<file path="config.mk">
export PLATFORM = sky130hd
export DESIGN_NAME = input_conditioner
export DESIGN_NICKNAME = d
export VERILOG_FILES = /design/src/rtl/input_conditioner.sv
export SDC_FILE = /design/constraint.sdc
export NUM_CORES = 1
export LEC_CHECK = 0
export BUFFER_PORTS_ARGS = -buffer_cell sky130_fd_sc_hd__buf_2
export CAP_MARGIN = 20
export CELL_PAD_IN_SITES_DETAIL_PLACEMENT = 2
export CELL_PAD_IN_SITES_GLOBAL_PLACEMENT = 2
export CORE_ASPECT_RATIO = 2
export CORE_MARGIN = 1
export CORE_UTILIZATION = 37
export DETAILED_ROUTE_END_ITERATION = 10
export PLACE_DENSITY = 0.87
export SYNTH_ARGS = -nofsm -noshare
export SYNTH_HDL_FRONTEND = slang
export SYNTH_SLANG_ARGS = --single-unit
</file>
<file path="constraint.sdc">
create_clock -name FPGA_clk -period 5.9 [get_ports FPGA_clk]
set_clock_uncertainty 0.2 [all_clocks]
set_input_delay 0.59 -clock FPGA_clk [delete_from_list [all_inputs] [get_ports FPGA_clk]]
set_output_delay 0.59 -clock FPGA_clk [all_outputs]
set_load 0.02 [all_outputs]
</file>
<file path="src/rtl/input_conditioner.sv">
// input_conditioner: sync + debounce of 4 buttons and 4 op switches,
// button rise pulses, and a one-hot op-select FSM for the ALU controller.
//
// Ports:
//   FPGA_clk     in   system clock, rising edge
//   FPGA_reset   in   asynchronous active-high reset
//   btn_raw[3:0] in   raw bouncy buttons {btn3,btn2,btn1,btn0}
//   sw_raw[3:0]  in   raw bouncy switches {mul,sub,xor,and}
//   btn_clean    out  debounced button levels
//   btn_rise     out  one-cycle pulse on debounced button 0->1
//   sw_clean     out  debounced switch levels
//   op_code[1:0] out  00 AND, 01 XOR, 10 SUB, 11 MUL (last valid)
//   op_valid     out  exactly one switch on
//   op_conflict  out  two or more switches on
//   op_change    out  pulse when a new valid selection is taken
module input_conditioner #(
  parameter int SYNC_STAGES     = 2,
  parameter int DEBOUNCE_CYCLES = 500000
) (
  input  logic       FPGA_clk,
  input  logic       FPGA_reset,
  input  logic [3:0] btn_raw,
  input  logic [3:0] sw_raw,
  output logic [3:0] btn_clean,
  output logic [3:0] btn_rise,
  output logic [3:0] sw_clean,
  output logic [1:0] op_code,
  output logic       op_valid,
  output logic       op_conflict,
  output logic       op_change
);

  localparam int CW = $clog2(DEBOUNCE_CYCLES + 1);
  localparam logic [CW-1:0] CNT_MAX = CW'(DEBOUNCE_CYCLES - 1);

  logic [7:0] raw;
  logic [7:0] clean;

  assign raw       = {sw_raw, btn_raw};
  assign btn_clean = clean[3:0];
  assign sw_clean  = clean[7:4];

  for (genvar i = 0; i < 8; i++) begin : g_in
    logic [SYNC_STAGES-1:0] sync;
    logic [CW-1:0]          cnt;
    logic                   clean_q;
    logic                   s;
    logic                   flip;

    assign s        = sync[SYNC_STAGES-1];
    // Last cycle of a full stable run: accept the new level now.
    assign flip     = (s != clean_q) && (cnt == CNT_MAX);
    assign clean[i] = clean_q;

    always_ff @(posedge FPGA_clk or posedge FPGA_reset) begin
      if (FPGA_reset) begin
        sync    <= '0;
        cnt     <= '0;
        clean_q <= 1'b0;
      end else begin
        sync <= {sync[SYNC_STAGES-2:0], raw[i]};
        if (s == clean_q) begin
          cnt <= '0;
        end else if (flip) begin
          cnt     <= '0;
          clean_q <= s;
        end else begin
          cnt <= cnt + CW'(1);
        end
      end
    end

    // Pulse coincides with the first cycle the clean level reads 1.
    if (i < 4) begin : g_rise
      logic rise_q;
      assign btn_rise[i] = rise_q;
      always_ff @(posedge FPGA_clk or posedge FPGA_reset) begin
        if (FPGA_reset) rise_q <= 1'b0;
        else            rise_q <= flip & s;
      end
    end
  end

  typedef enum logic [1:0] {
    IDLE,
    VALID,
    CONFLICT
  } state_t;

  state_t     state_q, state_d;
  logic [2:0] pop;
  logic [1:0] code_enc, code_d;
  logic       change_d;

  assign pop = {2'b0, sw_clean[0]} + {2'b0, sw_clean[1]}
             + {2'b0, sw_clean[2]} + {2'b0, sw_clean[3]};

  assign code_enc = {sw_clean[2] | sw_clean[3],
                     sw_clean[1] | sw_clean[3]};

  always_ff @(posedge FPGA_clk or posedge FPGA_reset) begin
    if (FPGA_reset) begin
      state_q   <= IDLE;
      op_code   <= 2'b00;
      op_change <= 1'b0;
    end else begin
      state_q   <= state_d;
      op_code   <= code_d;
      op_change <= change_d;
    end
  end

  always_comb begin
    state_d  = state_q;
    code_d   = op_code;
    change_d = 1'b0;
    unique case (1'b1)
      (pop == 3'd0): state_d = IDLE;
      (pop == 3'd1): begin
        state_d  = VALID;
        code_d   = code_enc;
        // Entry from IDLE/CONFLICT, or a direct swap, is a new selection.
        change_d = (state_q != VALID) || (code_enc != op_code);
      end
      default: state_d = CONFLICT;
    endcase
  end

  assign op_valid    = (state_q == VALID);
  assign op_conflict = (state_q == CONFLICT);

endmodule
</file>
Word level (Yosys, flattened, before mapping). Cells that the tools add are included.

Register bits: 185. Input bits: 10. Output and inout bits: 17.

Add/sub/neg operators: 11. Equal/unequal tests: 29. Muxes and demuxes: 18. Bitwise operators: 14. Reductions and logical operators: 18.

Operators with widths (count): 2-to-1 mux 19 bit (16); adder 19 x 1 -> 19 bit (second input constant) (8); == test 19 bit (second input constant) (8); AND reduction 2 bit (8); == test 1 bit (8); logical AND 1 bit (8); != test 1 bit (8); NOT 1 bit (8); bitwise AND 1 bit (4); case mux 2 bit (2 select lines) (1); adder 2 x 1 -> 3 bit (1); adder 3 x 1 -> 3 bit (1); == test 3 x 1 -> 1 bit (second input constant) (1); zero test 3 bit (1); adder 1 x 1 -> 2 bit (1); == test 2 x 1 -> 1 bit (second input constant) (1); == test 2 bit (second input constant) (1); != test 2 x 1 -> 1 bit (second input constant) (1); != test 2 bit (1); OR 1 bit (2); logical OR 1 bit (1); 2-to-1 mux 1 bit (1).

Longest topological paths before layout. Gate-level depths: netlist of run 1.

Depth after elaboration: 5. Depth in mapped cells: 10.

Worst setup path after synthesis of run 1. No wires, ideal clock.

Path type: register -> register. Start: reg g_in[5].clean_q. End: reg op_change. Arrival: 2.355 ns. Data required time: 5.618 ns. Setup slack: 3.263 ns. Cell stages (with the launch flop): 11. Path buffers: 1. Path through: dfrtp_1 -> clkbuf_1 -> inv_1 -> fa_1 -> inv_1 -> ha_1 -> ha_1 -> or2_2 -> nor2_1 -> o21ai_0 -> a31oi_1.

Longest elaborated chain between the ends: 5. Elaborated cells between the ends (all ways): 8. Classes of those cells: 3 x add/sub; 2 x eq/ne; 1 x mux; 1 x bitwise; 1 x reduce/logical.

RTL lines: start: declaration (RTL line 46) `logic clean_q;`; start signal: assignment (RTL line 66) `clean_q <= s;`; adder 1 x 1 -> 2 bit (RTL line 95) `assign pop = {2'b0, sw_clean[0]} + {2'b0, sw_clean[1]}`; adder 2 x 1 -> 3 bit (RTL line 96) `+ {2'b0, sw_clean[2]} + {2'b0, sw_clean[3]};`; adder 3 x 1 -> 3 bit (RTL line 96); == test 3 x 1 -> 1 bit (RTL line 119) `(pop == 3'd1): begin`; 2-to-1 mux 1 bit (*) (RTL line 117) `unique case (1'b1)`; named net change_d (RTL line 93) `logic change_d;`; end signal: assignment (RTL line 109) `op_change <= change_d;`; end: declaration (RTL line 30) `output logic op_change`.

Mark *: on every way through the listed nets, which the timed path passes. The rest lies on a longest branch. A chain may end at the register's enable or synchronous reset.

Worst setup path in the final report of run 1. Ends and elaborated chain as after synthesis.

==> metrics.csv, run 1 <==
stage,metric,value,unit
worst_setup_path,kind of critical path,flop to flop,
clock_network,CTS tree,built,
worst_setup_path,worst-path cell chain,inv_1 -> fa_1 -> inv_1 -> ha_1 -> ha_1 -> or2_2 -> nor2_1 -> o21ai_0 -> a31oi_1,
synth,Post-Syn Area,8842,um^2
worst_setup_path,Critical Path AT,3080,ps
floorplanning,I/O pins,27,
detailed_routing,initial drt markers,167,
detailed_routing,detailed-route via count,6681,
placement,DP Area,9205,um^2
clock_network,post-CTS resize count,0,
min_path,Min-Delay Path Depth,1,
layout,Final Core Density,41.97,%
synth,ys flop type,dfrtp_1,
synth,Mapped Nets,900,
synth,Synth area leader,dfrtp_1,
synth,sequential fraction of the synthesis area,52.36,%
timing,final setup TNS,0,ps
synth,"top cells by area, synth","dfrtp_1 52%, xnor2_1 5.6%, nor2_1 5.2%, xor2_1 4.6%, nand3_1 3.1%",
timing,period utilization,49.31,%
timing,Final Max Tran Viols,0,
worst_setup_path,Worst EP required,6070,ps
worst_setup_path,flop-to-flop setup slack,2990,ps
clock_network,"CTS clk-pin slew, worst paths",80,ps
worst_setup_path,CP Depth,9,
synth,post-synthesis cell type count,47,
timing,slew margin rel.,37.43,%
worst_setup_path,Setup crit end kind,flop,
clock_network,H-tree depth,4,
layout,layout cells sized above 1,10.11,%
synth,Yosys warning count,0,
layout,synthesis-to-layout area growth,10.71,%
clock_network,clk root buf,clkbuf_16,
detailed_routing,vias per cell,5.600,
synth,Post-Syn Instances,879,
timing,pin slew with the least headroom to its limit,938.6,ps
clock_network,clock sink count,185,
synth,post-synthesis register bit count,185,
clock_network,setup repair bufs after CTS,0,
global_routing,first-pass GRT wire length,37.98,mm
floorplanning,Initial Utilization,37.90,%
global_routing,largest net degree at the start of global routing,133,
timing,Max Clk Rate,0.3437,GHz
power_and_ir_drop,P per Cell Area,260.0,nW/um^2
power_and_ir_drop,Total Power,2545,uW
placement,dpl hpwl,16.24,mm
run,Max Cap Viol,0,
timing,unrepaired setup endpoints after global routing,false,
floorplanning,die height,220.6,um
power_and_ir_drop,Max VDD drop,0.1654,mV
placement,number of port buffers,26,
synth,Synth top cells by count,"185 x dfrtp_1, 123 x nor2_1, 57 x xnor2_1, 54 x nand3_1, 50 x nand2_1",
floorplanning,Die X,111.3,um
worst_setup_path,"Max FO, Critical Path",7,
synth,synthesized area per cell,10.06,um^2
min_path,Hold WC Path Type,input port to flop,
detailed_routing,Remaining DRCs,6,
outcome,failing checks,DRC,
worst_setup_path,crit-path max cell delay,510,ps
layout,diodes inserted,0,
worst_setup_path,CP Buf/Inv Count,2,
synth,top-area cell type share of the netlist area,52.36,%
synth,ys async rst share,100.0,%
layout,nets@finish,918,
timing,Final Hold Vio Count,0,
global_routing,Total GRT Usage,19.83,%
detailed_routing,remaining antenna violation count,0,
clock_network,# hold bufs at CTS,0,
worst_setup_path,crit start category,flop,
detailed_routing,first drt pass iteration count,7,
clock_network,Worst-Skew Late Latency,460,ps
global_routing,total grt overflow,0,
floorplanning,DIE AREA,24560,um^2
detailed_routing,DR WL/cell,18.87,um
worst_setup_path,Reg2Reg Depth,9,
placement,RD Place Congestion,0.7864,
clock_network,CTS buffer count,17,
power_and_ir_drop,Lkg Pwr,0.003994,uW
timing,Final Setup Violations,0,
clock_network,CTS Buffer Depth,2,
layout,post-route cell area,9789,um^2
worst_setup_path,CP max-delay cell,fa_1,
global_routing,initial antenna violation count,0,
detailed_routing,Routed Wire Length,22.51,mm
floorplanning,Core Area,23330,um^2
floorplanning,Rows,79,
synth,top-count cell post-synth,dfrtp_1,
global_routing,vias in the first global route,7652,
timing,min Tclk post-route,2909,ps
worst_setup_path,kind of cell adding the most delay to the critical path,adder cells,
outcome,outcome,finished with violations,
synth,number of synthesized flops with an enable pin,0,
## metal layers
metal	track usage, %	up-vias	share of wire (%)
met5	0	-	0
met4	7.658	0	2.4
met3	4.766	34	2.8
met2	41.04	72	60
met1	18.07	3455	35
li1	-	3120	-
## power by group
part / internal, uW / total, uW / leakage (uW) / switching, uW
clock: 637 / 1160 / 0.000291 / 521
combinational: 21.5 / 81.5 / 0.00118 / 60.0
sequential: 1290 / 1310 / 0.00253 / 19.2
total: 1950 / 2550 / 0.00399 / 600
## cells in the final DEF, fill, tap and decap left out, types with 3 or more instances in the layout
cell | Yosys | routed
dfrtp_1 | 185 | 185
nor2_1 | 123 | 123
xnor2_1 | 57 | 57
nand3_1 | 54 | 54
nand2_1 | 50 | 50
xor2_1 | 46 | 46
a21oi_1 | 43 | 43
nand4_1 | 34 | 34
inv_1 | 34 | 33
buf_2 | 4 | 26
or4_1 | 25 | 25
or3_1 | 21 | 21
o31ai_1 | 22 | 21
o21ai_0 | 20 | 20
nor4_1 | 20 | 20
clkbuf_16 | 0 | 17
nor3_1 | 16 | 16
and4_1 | 15 | 15
ha_1 | 10 | 10
and2_1 | 7 | 7
and3_1 | 7 | 7
mux2_2 | 7 | 7
nor3b_1 | 6 | 6
buf_4 | 13 | 6
or2_2 | 5 | 5
clkinv_2 | 0 | 5
nor4b_1 | 4 | 4
inv_6 | 0 | 4
nor4bb_1 | 3 | 3
o21ai_1 | 3 | 3
or4b_2 | 3 | 3
or3_2 | 3 | 3
nor2b_1 | 3 | 3
## path summary, 6_finish.rpt
path / from / to
min reg2reg: g_in[2].sync[0] / g_in[2].sync[1]
max: g_in[5].clean_q / op_change
max reg2reg: g_in[5].clean_q / op_change
max in group asynchronous: FPGA_reset / g_in[3].cnt[6]
min in group asynchronous: FPGA_reset / g_in[0].clean_q
min: btn_raw[2] / g_in[2].sync[0]
## worst register-to-register path, delay by kind of cell, from the launching register on
kind	cells	cell delay, ps
and+or+nand+nor	2	660
buffers and inverters	2	170
AOI/OAI and AO/OA	2	370
adders and majority gates	3	950
DFF	1	470
## cells by family after synthesis
family	count (synthesis)	share of synthesized area, %
muxes	7	0.8915
and+or+nand+nor	408	24.65
AOI/OAI and AO/OA	98	6.792
buffers and inverters	67	3.467
adders and majority gates	11	1.641
xor gates and xnor gates	103	10.20
DFF	185	52.36
## registers in the layout, indices dropped and copies added, names as in the netlist
name and count:
g_in.clean_q 8, g_in.cnt 152, g_in.g_rise.rise_q 4, g_in.sync 16, op_change 1, op_code 2
state_q 2
## layout make-up
type                       count  area (um^2)
clock buffer                  18        439.2
clock inverter                14        145.1
sequential                   185         4629
timing repair buffer          32        175.2
multi-input combinational    627         3911
fill                        2492        13540
tap                          283        354.1
inverter                      34        135.1
## metrics by stage
stage | hold WS [ps] | std cells | setup WS, ps
detailed placement | 135.8 | 1161 | 3082
global route | 22.63 | 1193 | 2769
finish | 42.40 | 1193 | 2991
global placement | 133.4 | 1161 | 3211
CTS | 16.28 | 1193 | 2955
floorplan | 131.2 | 879 | 81.28
Note: power is estimated with default switching activity, not from simulation.
==> run 2: changes to the inputs <==
Clock period 5.9 ns to 2.5 ns, I/O delays scaled along.
==> run 2 against run 1 <==
The run still ends with DRC left. Total power grew 140%. Non-clock buffer count grew 36. Critical path type unchanged. Cell count grew 3.0%.
==> metrics.csv, run 2 (same netlist as run 1, synthesis figures left out) <==
stage,metric,value,unit,change
outcome,outcome,finished with violations,,unchanged
outcome,failing checks,DRC,,unchanged
global_routing,initial antenna violation count,0,,unchanged
global_routing,total grt overflow,0,,unchanged
worst_setup_path,kind of critical path,flop to flop,,unchanged
worst_setup_path,crit start category,flop,,unchanged
min_path,Hold WC Path Type,flop to flop,,was input port to flop
layout,Largest register FFs,152,,unchanged
floorplanning,Core Area,23330,um^2,unchanged
power_and_ir_drop,Max VDD drop,0.4839,mV,was 0.1654 mV
placement,RD Place Congestion,0.7846,,was 0.7864
power_and_ir_drop,P_int,4810,uW,was 1945 uW
floorplanning,DIE AREA,24560,um^2,unchanged
placement,dpl hpwl,17.39,mm,was 16.24 mm
layout,Final Core Density,43.80,%,was 41.97%
power_and_ir_drop,P per Cell Area,608.0,nW/um^2,was 260.0 nW/um^2
timing,Final Hold Vio Count,0,,unchanged
layout,"most common cell after layout, fill and taps aside",dfrtp_1,,unchanged
global_routing,largest net degree at the start of global routing,65,,was 133
detailed_routing,DR WL/cell,20.76,um,was 18.87 um
power_and_ir_drop,Sw Ratio,22.56,%,was 23.57%
power_and_ir_drop,Lkg Pwr,0.004178,uW,was 0.003994 uW
worst_setup_path,Critical Path AT,2640,ps,was 3080 ps
clock_network,CTS buffer count,17,,unchanged
clock_network,H-tree depth,4,,unchanged
power_and_ir_drop,Switch Pwr,1401,uW,was 600.0 uW
timing,Final Setup Violations,0,,unchanged
timing,period utilization,99.73,%,was 49.31%
detailed_routing,detailed-route via count,6986,,"was 6,681"
timing,final worst setup slack,6.650,ps,was 2991 ps
global_routing,vias in the first global route,8225,,"was 7,652"
timing,min Tclk post-route,2493,ps,was 2909 ps
power_and_ir_drop,Total Power,6212,uW,was 2545 uW
worst_setup_path,"Max FO, Critical Path",4,,was 7
global_routing,Total GRT Usage,22.20,%,was 19.83%
timing,slew margin rel.,52.04,%,was 37.43%
floorplanning,Die X,111.3,um,unchanged
timing,Final Max Tran Viols,0,,unchanged
worst_setup_path,Worst EP required,2650,ps,was 6070 ps
timing,pin slew with the least headroom to its limit,712.8,ps,was 938.6 ps
layout,layout cells sized above 1,13.53,%,was 10.11%
floorplanning,I/O pins,27,,unchanged
timing,Min Hold Slack,149.7,ps,was 42.40 ps
clock_network,clock sink count,185,,unchanged
clock_network,clk root buf,clkbuf_16,,unchanged
power_and_ir_drop,Clk pwr share,46.7,%,was 45.5%
layout,biggest regs,"g_in.cnt (152), g_in.sync (16), g_in.clean_q (8)",,unchanged
layout,largest reg by FF count,g_in.cnt,,unchanged
placement,Place WS,-150.9,ps,was 3082 ps
detailed_routing,vias per cell,5.684,,was 5.600
clock_network,CTS tree,built,,unchanged
floorplanning,Initial Utilization,37.90,%,unchanged
detailed_routing,Remaining DRCs,6,,unchanged
detailed_routing,initial drt markers,217,,was 167
layout,most frequent cells in the layout,"185 x dfrtp_1, 120 x nor2_1, 57 x xnor2_1, 54 x nand3_1, 50 x nand2_1",,"was 185 x dfrtp_1, 123 x nor2_1, 57 x xnor2_1, 54 x nand3_1, 50 x nand2_1"
layout,nets@finish,954,,was 918
layout,synthesis-to-layout area growth,15.55,%,was 10.71%
floorplanning,Rows,79,,unchanged
clock_network,"CTS clk-pin slew, worst paths",70,ps,was 80 ps
power_and_ir_drop,Combinational Power Share,3.7,%,was 3.2%
layout,diodes inserted,0,,unchanged
run,Max Cap Viol,0,,unchanged
floorplanning,die height,220.6,um,unchanged
clock_network,Worst-Skew Late Latency,450,ps,was 460 ps
timing,Max Clk Rate,0.4011,GHz,was 0.3437 GHz
worst_setup_path,Setup crit end kind,flop,,unchanged
placement,number of port buffers,26,,unchanged
global_routing,first-pass GRT wire length,42.19,mm,was 37.98 mm
detailed_routing,Routed Wire Length,25.52,mm,was 22.51 mm
clock_network,CTS Buffer Depth,2,,unchanged
power_and_ir_drop,Seq pwr share,49.6,%,was 51.3%
detailed_routing,remaining antenna violation count,0,,unchanged
detailed_routing,first drt pass iteration count,7,,unchanged
timing,final setup TNS,0,ps,unchanged
## run 2: area by class of cell
cell class                      count  area [um^2]
Inverter                           34        131.4
Sequential cell                   185         4629
Clock inverter                     12        172.7
Clock buffer                       20        446.7
Fill cell                        2439        13110
Tap cell                          283        354.1
Timing Repair Buffer               68        513.0
Multi-Input combinational cell    627         3970
## run 2: routing by layer
metal	global-route usage, %	wire length, um	up-vias
met5	0	0	-
met4	10.50	952	0
met3	4.245	624	67
met2	46.02	15150	104
met1	20.10	8794	3615
li1	-	-	3200
## run 2: final timing paths
check | from | to | slack, ps | cells after the start
min | g_in[1].sync[0] | g_in[1].sync[1] | 150 | 0
min reg2reg | g_in[1].sync[0] | g_in[1].sync[1] | 150 | 0
min in group asynchronous | FPGA_reset | g_in[1].cnt[16] | 230 | 3
max | g_in[4].clean_q | op_code[0] | 7 | 9
max reg2reg | g_in[4].clean_q | op_code[0] | 7 | 9
max in group asynchronous | FPGA_reset | g_in[2].cnt[18] | 1120 | 4
## run 2: metrics by stage
step	instances	cell area (um^2)
2_1_floorplan	879	8850
3_3_place_gp	1183	9407
3_5_place_dp	1183	9407
4_1_cts	1228	10160
5_1_grt	1229	10220
6_report	1229	10220
## run 2: power groups by stage
stage | clock network [uW] | registers, uW | logic, uW
detailed placement | 0 | 3140 | 223
global placement | 0 | 3130 | 211
floorplan | 0 | 3120 | 138
CTS | 2970 | 3080 | 238
finish | 2900 | 3080 | 231
global route | 3090 | 3090 | 263
## run 2: timing repair
item	4_1_cts	5_1_grt
resized for setup	5	12
buffers inserted	4	1
setup endpoints to repair	3	3
hold buffers	9	0
pin swaps	3	3
hold endpoints to repair	26	0
## run 2: critical path, stage by stage (launching register included)
cell and delay (ps):
dfrtp_1 400, inv_2 70, fa_1 570, inv_2 60, ha_4 160, ha_4 200, or2_4 260, nor2_4 170
nor2_2 50, a31oi_1 230
